`src/rtl/div_pkg.sv`:
```
// Shared definitions for the byte-serial divider arbiter.
// Latency: n/a (types and constants only).
// Backpressure: n/a.
package div_pkg;

    typedef enum logic [2:0] {
        ST_IDLE    = 3'd0,
        ST_PUSH    = 3'd1,
        ST_WAIT    = 3'd2,
        ST_PULL    = 3'd3,
        ST_RECOVER = 3'd4,
        ST_RESP    = 3'd5
    } state_t;

    // Operand bytes pushed (4 dividend + 4 divisor) and result bytes pulled.
    localparam int BYTE_CNT = 8;

    // Cycles the divider is held in reset after a timeout.
    localparam int RECOVER_CYCLES = 2;

endpackage

```
`src/rtl/div_rr_arbiter.sv`:
```
// Round-robin grant: lowest valid index at or above ptr, wrapping to index 0.
// Latency: purely combinational.
// Backpressure: none; the caller qualifies the grant with its own ready.
module div_rr_arbiter #(
    parameter int N_REQ = 2,
    parameter int PW    = (N_REQ > 1) ? $clog2(N_REQ) : 1
) (
    input  logic [N_REQ-1:0] valid,
    input  logic [PW-1:0]    ptr,
    output logic [N_REQ-1:0] grant,
    output logic [PW-1:0]    grant_idx,
    output logic             grant_any
);

    // Two passes: first search from ptr upward, then wrap to the low indices.
    always_comb begin
        grant_any = 1'b0;
        grant_idx = '0;
        for (int i = 0; i < N_REQ; i++) begin
            if (!grant_any && valid[i] && (PW'(i) >= ptr)) begin
                grant_any = 1'b1;
                grant_idx = PW'(i);
            end
        end
        for (int i = 0; i < N_REQ; i++) begin
            if (!grant_any && valid[i]) begin
                grant_any = 1'b1;
                grant_idx = PW'(i);
            end
        end
        grant = grant_any ? (N_REQ'(1) << grant_idx) : '0;
    end

endmodule

```
`src/rtl/div_arbiter.sv`:
```
// Shares one byte-serial divider among N_REQ requesters, one operation in flight.
// Latency: response valid 17 cycles after the handshake cycle when the divider answers at once.
// Backpressure: req_ready only in IDLE; result held in RESP until the owner's rsp_ready.
module div_arbiter #(
    parameter int N_REQ   = 2,
    parameter int TIMEOUT = 64
) (
    input  logic                 clk,
    input  logic                 rst_n,
    input  logic [N_REQ-1:0]     req_valid,
    output logic [N_REQ-1:0]     req_ready,
    input  logic [N_REQ-1:0]     req_mode,
    input  logic [N_REQ-1:0]     req_sign,
    input  logic [32*N_REQ-1:0]  req_z,
    input  logic [32*N_REQ-1:0]  req_d,
    output logic [N_REQ-1:0]     rsp_valid,
    input  logic [N_REQ-1:0]     rsp_ready,
    output logic [63:0]          rsp_data,
    output logic                 rsp_sign,
    output logic                 rsp_err,
    output logic                 div_push,
    output logic [7:0]           div_data_in,
    output logic                 div_sign,
    output logic                 div_select,
    input  logic                 div_pull,
    input  logic [7:0]           div_data_out,
    input  logic                 div_sign_out,
    output logic                 div_rst_n
);
    import div_pkg::*;

    localparam int PW = (N_REQ > 1) ? $clog2(N_REQ) : 1;
    // Counter must hold both the byte index and the WAIT timeout.
    localparam int CW = (TIMEOUT > BYTE_CNT) ? $clog2(TIMEOUT) : $clog2(BYTE_CNT);

    state_t            state;
    logic [PW-1:0]     rr_ptr;
    logic [PW-1:0]     owner;
    logic [CW-1:0]     cnt;
    logic [63:0]       shreg;

    logic [N_REQ-1:0]  grant;
    logic [PW-1:0]     grant_idx;
    logic              grant_any;

    logic [31:0]       z_sel;
    logic [31:0]       d_sel;
    logic              mode_sel;
    logic              sign_sel;
    logic              handshake;

    div_rr_arbiter #(
        .N_REQ (N_REQ),
        .PW    (PW)
    ) u_rr (
        .valid     (req_valid),
        .ptr       (rr_ptr),
        .grant     (grant),
        .grant_idx (grant_idx),
        .grant_any (grant_any)
    );

    // Ready is offered only while idle, and never while reset is held.
    assign req_ready = (state == ST_IDLE && rst_n) ? grant : '0;
    assign handshake = grant_any && ((req_valid & req_ready) != '0);

    // Select the granted requester's operands (one-hot grant, so OR-free mux).
    always_comb begin
        z_sel    = '0;
        d_sel    = '0;
        mode_sel = 1'b0;
        sign_sel = 1'b0;
        for (int i = 0; i < N_REQ; i++) begin
            if (grant[i]) begin
                z_sel    = req_z[32*i +: 32];
                d_sel    = req_d[32*i +: 32];
                mode_sel = req_mode[i];
                sign_sel = req_sign[i];
            end
        end
    end

    // Main controller: grant, push operands, await result, pull or recover, respond.
    always_ff @(posedge clk or negedge rst_n) begin
        if (!rst_n) begin
            state       <= ST_IDLE;
            rr_ptr      <= '0;
            owner       <= '0;
            cnt         <= '0;
            shreg       <= '0;
            rsp_valid   <= '0;
            rsp_data    <= '0;
            rsp_sign    <= 1'b0;
            rsp_err     <= 1'b0;
            div_push    <= 1'b0;
            div_data_in <= '0;
            div_sign    <= 1'b0;
            div_select  <= 1'b0;
            div_rst_n   <= 1'b1;
        end else begin
            case (state)
                ST_IDLE: begin
                    if (handshake) begin
                        owner       <= grant_idx;
                        // First byte goes out in the first PUSH cycle; the rest queue behind it.
                        div_data_in <= z_sel[31:24];
                        shreg       <= {z_sel[23:0], d_sel, 8'h00};
                        div_push    <= 1'b1;
                        div_sign    <= sign_sel;
                        div_select  <= mode_sel;
                        cnt         <= '0;
                        state       <= ST_PUSH;
                    end
                end

                ST_PUSH: begin
                    if (cnt == CW'(BYTE_CNT - 1)) begin
                        div_push    <= 1'b0;
                        div_data_in <= '0;
                        cnt         <= '0;
                        state       <= ST_WAIT;
                    end else begin
                        div_data_in <= shreg[63:56];
                        shreg       <= {shreg[55:0], 8'h00};
                        cnt         <= cnt + 1'b1;
                    end
                end

                ST_WAIT: begin
                    if (div_pull) begin
                        rsp_data <= {56'd0, div_data_out};
                        rsp_sign <= div_sign_out;
                        cnt      <= CW'(1);
                        state    <= ST_PULL;
                    end else if (cnt == CW'(TIMEOUT - 1)) begin
                        rsp_data  <= '0;
                        rsp_err   <= 1'b1;
                        div_rst_n <= 1'b0;
                        cnt       <= '0;
                        state     <= ST_RECOVER;
                    end else begin
                        cnt <= cnt + 1'b1;
                    end
                end

                ST_PULL: begin
                    // Bytes arrive LSB first on consecutive cycles; div_pull is not consulted.
                    for (int b = 1; b < BYTE_CNT; b++) begin
                        if (cnt == CW'(b)) begin
                            rsp_data[8*b +: 8] <= div_data_out;
                        end
                    end
                    if (cnt == CW'(BYTE_CNT - 1)) begin
                        rsp_valid  <= N_REQ'(1) << owner;
                        div_sign   <= 1'b0;
                        div_select <= 1'b0;
                        cnt        <= '0;
                        state      <= ST_RESP;
                    end else begin
                        cnt <= cnt + 1'b1;
                    end
                end

                ST_RECOVER: begin
                    if (cnt == CW'(RECOVER_CYCLES - 1)) begin
                        div_rst_n  <= 1'b1;
                        rsp_valid  <= N_REQ'(1) << owner;
                        div_sign   <= 1'b0;
                        div_select <= 1'b0;
                        cnt        <= '0;
                        state      <= ST_RESP;
                    end else begin
                        cnt <= cnt + 1'b1;
                    end
                end

                ST_RESP: begin
                    if ((rsp_valid & rsp_ready) != '0) begin
                        rsp_valid <= '0;
                        rsp_err   <= 1'b0;
                        rr_ptr    <= (owner == PW'(N_REQ - 1)) ? '0 : owner + 1'b1;
                        state     <= ST_IDLE;
                    end
                end

                default: begin
                    state <= ST_IDLE;
                end
            endcase
        end
    end

endmodule

```
`config.mk`:
```
export PLATFORM = sky130hd
export DESIGN_NAME = div_arbiter
export DESIGN_NICKNAME = d
export VERILOG_FILES = /design/src/rtl/div_pkg.sv /design/src/rtl/div_rr_arbiter.sv /design/src/rtl/div_arbiter.sv
export SDC_FILE = /design/constraint.sdc
export NUM_CORES = 1
export LEC_CHECK = 0
export CORE_MARGIN = 4
export CORE_UTILIZATION = 43
export DETAILED_ROUTE_END_ITERATION = 10
export GPL_ROUTABILITY_DRIVEN = 0
export PLACE_DENSITY_LB_ADDON = 0.3
export SYNTH_ARGS = -nofsm -noshare
export SYNTH_HDL_FRONTEND = slang
export SYNTH_HIERARCHICAL = 1
export SYNTH_SLANG_ARGS = --single-unit
```
`constraint.sdc`:
```
create_clock -name clk -period 1.95 [get_ports clk]
set_input_delay 0.2925 -clock clk [delete_from_list [all_inputs] [get_ports clk]]
set_output_delay 0.2925 -clock clk [all_outputs]
set_load 0.01 [all_outputs]
```
==> results of run 1 <==
-- logic make-up (layout without fill, tap and decap cells) --
group,after synthesis,in the layout,synth area share
AOI/OAI and AO/OA,190,190,0.180
and+or+nand+nor,147,147,0.0952
buffers and inverters,61,353,0.0385
muxes,114,114,0.176
DFF,147,147,0.504
adders and majority gates,4,4,0.00685
-- worst register-to-register path, delay by kind of cell, from the launching register on --
| kind | cells | cell delay (ns) |
|---|---|---|
| muxes | 1 | 0.31 |
| buffers and inverters | 3 | 0.36 |
| AOI/OAI and AO/OA | 3 | 0.32 |
| DFF | 1 | 0.39 |
| and+or+nand+nor | 2 | 0.52 |
-- final cells by class --
cell class              count  area [um^2]  area share
flip-flops and latches    147         3680       0.324
multi-input cells         455         3590       0.316
repair buffers            313         3220       0.283
clock buffers              18          429      0.0378
well taps                 220          275      0.0242
clock inverters            14          144      0.0127
inverters                   8         30.0     0.00264
-- routing by layer --
metal  track usage  part of all wire  vias to the layer above
met5             0                 0                        -
met3        0.0515             0.054                       28
met4        0.0666             0.017                        0
li1              -                 -                     3006
met2         0.364              0.50                      196
met1         0.270              0.43                     3080
-- repair_timing --
action | in CTS | in global routing
gates cloned | 3 | 1
pin swaps | 7 | 6
setup buffers | 12 | 4
hold buffers | 1 | 0
hold endpoints to repair | 5 | 0
gates resized for setup | 20 | 29
setup endpoints to repair | 117 | 117
-- state kept, by name (all words and copies together), names as in the netlist --
signal and flops:
rsp_data 64, div_push 1, rsp_valid 2, div_select 1
div_rst_n 1, state 3, shreg 56, rsp_err 1
owner 1, rr_ptr 1, div_data_in 8, rsp_sign 1
div_sign 1, cnt 6
-- synthesized netlist by cell type (2+ instances only) --
cell type,instances,area [um^2]
dfrtp_1,146,3650
mux2_2,108,1220
nand2_1,64,240
o21ai_0,62,310
a22oi_1,59,443
nor2_1,27,101
clkbuf_1,23,86.3
buf_1,16,60.1
a22o_1,14,123
and3_1,14,87.6
nand3_1,13,65.1
a221oi_1,9,78.8
a21oi_1,7,35.0
inv_1,7,26.3
o31ai_1,7,52.6
buf_2,6,30.0
mux2_1,6,67.6
a21o_1,5,37.5
nor3_1,5,25.0
o21ai_2,5,43.8
and2_1,4,25.0
buf_4,4,30.0
buf_6,4,45.0
ha_1,4,50.1
nor2b_1,4,25.0
a21boi_1,3,22.5
a21oi_2,3,26.3
and3_2,3,22.5
o211ai_1,3,22.5
o2bb2ai_1,2,17.5
or2_2,2,12.5
or3_1,2,12.5
-- stage by stage --
stage                      util  total power, W  TNS [ns]  hold slack, ns  setup slack (ns)
after floorplan               -         0.00340   -0.0141        -0.00309           -0.0122
after global placement    0.621         0.00387    -32.94           0.447            -0.528
after detailed placement  0.621         0.00389    -36.38           0.451            -0.568
after CTS                 0.674         0.00709     -1.66          0.0193           -0.0884
after global routing      0.683         0.00730     -8.37          0.0632            -0.175
final                     0.683         0.00705     -3.47          0.0101           -0.0920
-- power by group through the flow --
stage	Sequential, W	Clock [W]	Combinational (W)
global route	0.00315	0.00338	0.000764
detailed placement	0.00320	0	0.000682
floorplan	0.00319	0	0.000207
finish	0.00315	0.00320	0.000702
CTS	0.00315	0.00324	0.000701
global placement	0.00320	0	0.000668
-- worst max-delay path by stage --
stage,start,to,slack [ns]
after floorplan,rr_ptr$_DFFE_PN0P_,shreg[26]$_DFFE_PN0P_,-0.01
after global placement,req_valid[0],shreg[26]$_DFFE_PN0P_,-0.53
after detailed placement,req_valid[0],shreg[26]$_DFFE_PN0P_,-0.57
after CTS,rr_ptr$_DFFE_PN0P_,shreg[44]$_DFFE_PN0P_,-0.09
after global routing,rr_ptr$_DFFE_PN0P_,shreg[26]$_DFFE_PN0P_,-0.18
final,req_valid[1],shreg[26]$_DFFE_PN0P_,-0.09
==> flow_summary.toml, run 1 <==
[cts]
clockRootBuffer = "clkbuf_16"
worstSkewPairLatency_ns = 0.42
ctsHtreeMaxLevel = 4
clk_pin_slew_ns = 0.07
clock-sinks = 147
cts_tree = "built"
clock_path_buffers = 2
numCtsBuffers = 17

[setup_path]
path_class = "primary input to flip-flop"
slowest_delay_ns = 0.54
startpoint_type = "primary input"
cpLargestDelayFamily = "buffers and inverters"
critPathArrivalTime_ns = 2.34
cp.required_ns = 2.25
cp.depth = 9
path_cells = "clkdlybuf4s50_1, a21boi_4, a22oi_2, nor3_2, a21oi_1, or3_4, buf_4, buf_12, mux2_1"
worstPathMaxFanout = 7
crit_buf_inv = 3
crit_path_top_delay_cell = "clkdlybuf4s50_1"
rr_endpoint = "shreg[26]$_DFFE_PN0P_"
reg2reg_slack_ns = -0.08
regToRegStartpoint = "rr_ptr$_DFFE_PN0P_"
ff2ff_path_depth = 9
worst_setup_path_end_kind = "flip-flop"

[grt]
antenna_found_initial = 0
track_usage = 0.214
grt_pass1_vias = 6514
grt_pass1_wl_mm = 33.2
grt_overflow = 0
grt_max_degree = 64

[run_status]
status = "finished, violations left"
violations = "setup timing"

[synthesis]
ys_seq_elements = 147
synth_fp_nets = 815
ys_types = 54
synth_ff_type = "dfrtp_1"
syn_avg_cell_area_um2 = 11.0
synth_warnings = 6
synthCells = 663
synthArstFlopShare = 1.00
yosysSeqAreaShare = 0.504
syn-cell-area_um2 = 7300
synth_edf_count = 0

[die]
core_um2 = 16600
start_util = 0.439
ios = 230
dieHeight_um = 138
die_area_um2 = 19100
fp-row-count = 47
die_w_um = 138

[timing]
rsz0062_at_grt = "true"
finalCritPeriodShare = 1.05
clock.fmax_mhz = 490
hold_viol = 0
relSlewSlack = 0.564
setup_viol = 56
worstMarginPinSlew_ns = 0.653
finalCriticalPeriod_ns = 2.04
slew_viol_final = 0
finalClockSkew_ns = 0.0100
setup_ws_ns = -0.0920

[cells_and_area]
final_cell_mix = "226 x clkdlybuf4s50_1, 145 x dfrtp_1, 106 x mux2_2"
layout.nets = 1094
syn2layout_area_growth_pct = 55.6
finalInstanceArea_um2 = 11400
layout.cells.most_common = "clkdlybuf4s50_1"
fillers = 1279
drive_above_1_share = 0.292
diodes = 0
final_cells = 1175

[detailed_routing]
dr_total_vias = 6310
avgViaCountPerCell = 5.37
firstDrtPassIters = 4
drc = 0
drtIter0Drc = 327
ant_nets = 0
drt-total-wl_mm = 21.1
wl_per_cell_um = 18.0

[power]
leakage_nw = 5.09
swShare = 0.241
internal_power_w = 0.00535
ir_drop_mv = 0.600
power_frac_clock = 0.454
power_switching_w = 0.00170
p_per_area_nw_per_um2 = 620
p_comb_frac = 0.100
p_seq_frac = 0.447

[place]
dp.cells = 1124
hpwl_mm = 15.2
port-buffer-count = 229
place_area_um2 = 10300

[min_path]
min_path_type = "primary input to asynchronous set/reset pin"

[flow_run]
cap_viol_max_count = 0
Note: power is estimated with default switching activity, not from simulation.
==> inputs of run 2 (changes only) <==
- CORE_ASPECT_RATIO: not set -> 2
==> flow_summary.toml, run 2 (synthesis gave the netlist of run 1 again) <==
[run_status]
status = "finished, violations left"
violations = "setup timing"

[die]
dieHeight_um = 192
ios = 230
die_area_um2 = 19300
start_util = 0.436
die_w_um = 100
core_um2 = 16800
fp-row-count = 67

[setup_path]
cpLargestDelayFamily = "buffers and inverters"
crit_path_top_delay_cell = "clkdlybuf4s50_1"
worst_setup_path_end_kind = "flip-flop"
worstPathMaxFanout = 28
ff2ff_path_depth = 8
startpoint_type = "primary input"
crit_buf_inv = 2
cp.depth = 8
slowest_delay_ns = 0.54
critPathArrivalTime_ns = 2.27
path_cells = "clkdlybuf4s50_1, a21boi_4, a22oi_2, nor3_2, a21oi_1, or3_4, buf_12, mux2_4"
path_class = "primary input to flip-flop"
cp.required_ns = 2.25

[timing]
worstMarginPinSlew_ns = 0.933
setup_viol = 5
relSlewSlack = 0.378
finalCriticalPeriod_ns = 1.97
finalClockSkew_ns = 0.0121
hold_viol = 0
finalCritPeriodShare = 1.01
setup_ws_ns = -0.0169
slew_viol_final = 0
clock.fmax_mhz = 508
tns_ns = -0.0533
rsz0062_at_grt = "true"

[cells_and_area]
finish.utilization = 0.684
largest_reg_flops = 64
drive_above_1_share = 0.309
registers.top_by_ff_count = "rsp_data"
finalInstanceArea_um2 = 11500
layout.nets = 1108
final_cells = 1175
reg_top3 = "rsp_data (64), shreg (56), div_data_in (8)"
final_cell_mix = "226 x clkdlybuf4s50_1, 143 x dfrtp_1, 102 x mux2_2"
diodes = 0
syn2layout_area_growth_pct = 57.1
layout.cells.most_common = "clkdlybuf4s50_1"

[detailed_routing]
wl_per_cell_um = 19.4
firstDrtPassIters = 4
ant_nets = 0
avgViaCountPerCell = 5.54
drc = 0
drt-total-wl_mm = 22.8
dr_total_vias = 6504
drtIter0Drc = 177

[place]
hpwl_mm = 16.8
port-buffer-count = 229
dp.cells = 1121
place_area_um2 = 10400

[cts]
ctsHtreeMaxLevel = 4
clock-sinks = 147
cts_tree = "built"
worstSkewPairLatency_ns = 0.42
clockRootBuffer = "clkbuf_16"
clk_pin_slew_ns = 0.06
cts_hold_buf = 0
clock_path_buffers = 2
numCtsBuffers = 17

[grt]
grtUsageMet1 = 0.251
met3_usage = 0.0376
grt_max_degree = 75
grt_overflow = 0
antenna_found_initial = 0
gr-usage-met2 = 0.445
track_usage = 0.234
grt_pass1_vias = 6736
grt_pass1_wl_mm = 34.8
busiest_layer = "met2"

[power]
power_switching_w = 0.00165
p_comb_frac = 0.095
p_seq_frac = 0.437
p_per_area_nw_per_um2 = 628
ir_drop_mv = 0.522
power_frac_clock = 0.468
swShare = 0.228
leakage_nw = 5.16
internal_power_w = 0.00556

[flow_run]
cap_viol_max_count = 0

[min_path]
min_path_type = "primary input to asynchronous set/reset pin"
-- run 2: changes by cell type in the layout (fill, tap and decap cells not counted), moves of 3 or more --
cell,change
buf_4,+14
buf_6,+4
mux2_2,-4
a221oi_1,-3
mux2_4,+5
o21ai_0,-4
inv_8,-3
o21ai_1,+4
a221oi_2,+3
-- run 2: metal layers --
layer  part of all wire  vias up  wire length (um)
met5                  0        -                 0
met3              0.049       39              1130
li1                   -     3034                 -
met4              0.029        0               669
met1               0.36     3188              8210
met2               0.56      243             12800
-- run 2: cell type report --
| cell class | instances | area [um^2] |
|---|---|---|
| Tap cell | 207 | 259 |
| Inverter | 8 | 30.0 |
| Timing Repair Buffer | 327 | 3290 |
| Clock buffer | 17 | 425 |
| Clock inverter | 14 | 176 |
| Multi-Input combinational cell | 455 | 3610 |
| Sequential cell | 147 | 3680 |
| Fill cell | 1229 | 5290 |
-- run 2: power by group through the flow --
stage	Sequential [W]	Clock (W)	Combinational (W)
after detailed placement	0.00321	0	0.000675
after global placement	0.00320	0	0.000663
after floorplan	0.00319	0	0.000207
after global routing	0.00315	0.00358	0.000749
final	0.00315	0.00337	0.000687
after CTS	0.00315	0.00343	0.000681
-- run 2: through the flow --
stage	setup WS [ns]	power [W]	hold slack, ns
floorplan	-0.0122	0.00340	-0.00309
global placement	-0.568	0.00386	0.477
detailed placement	-0.628	0.00388	0.483
CTS	-0.0778	0.00726	0.137
global route	-0.0907	0.00748	0.191
finish	-0.0169	0.00721	0.0952
-- run 2: path summary, 6_finish.rpt --
| path | from | to | slack, ns |
|---|---|---|---|
| max | req_valid[1] | shreg[26]$_DFFE_PN0P_ | -0.02 |
| min | rst_n | rsp_err$_DFFE_PN0P_ | 0.1 |
| max reg2reg | rr_ptr$_DFFE_PN0P_ | shreg[26]$_DFFE_PN0P_ | 0 |
| min reg2reg | rsp_data[32]$_DFFE_PN0P_ | rsp_data[32]$_DFFE_PN0P_ | 0.50 |
| max in group asynchronous | rst_n | state[1]$_DFFE_PN0P_ | 1.17 |
| min in group clk | rsp_data[32]$_DFFE_PN0P_ | rsp_data[32]$_DFFE_PN0P_ | 0.50 |
-- run 2: what timing repair did --
item | in CTS | in global routing
pin swaps | 7 | 8
endpoints found under the hold margin | 0 | 0
gates resized for setup | 27 | 33
cloned | 3 | 0
buffers inserted | 13 | 8
endpoints found under the setup margin | 112 | 125
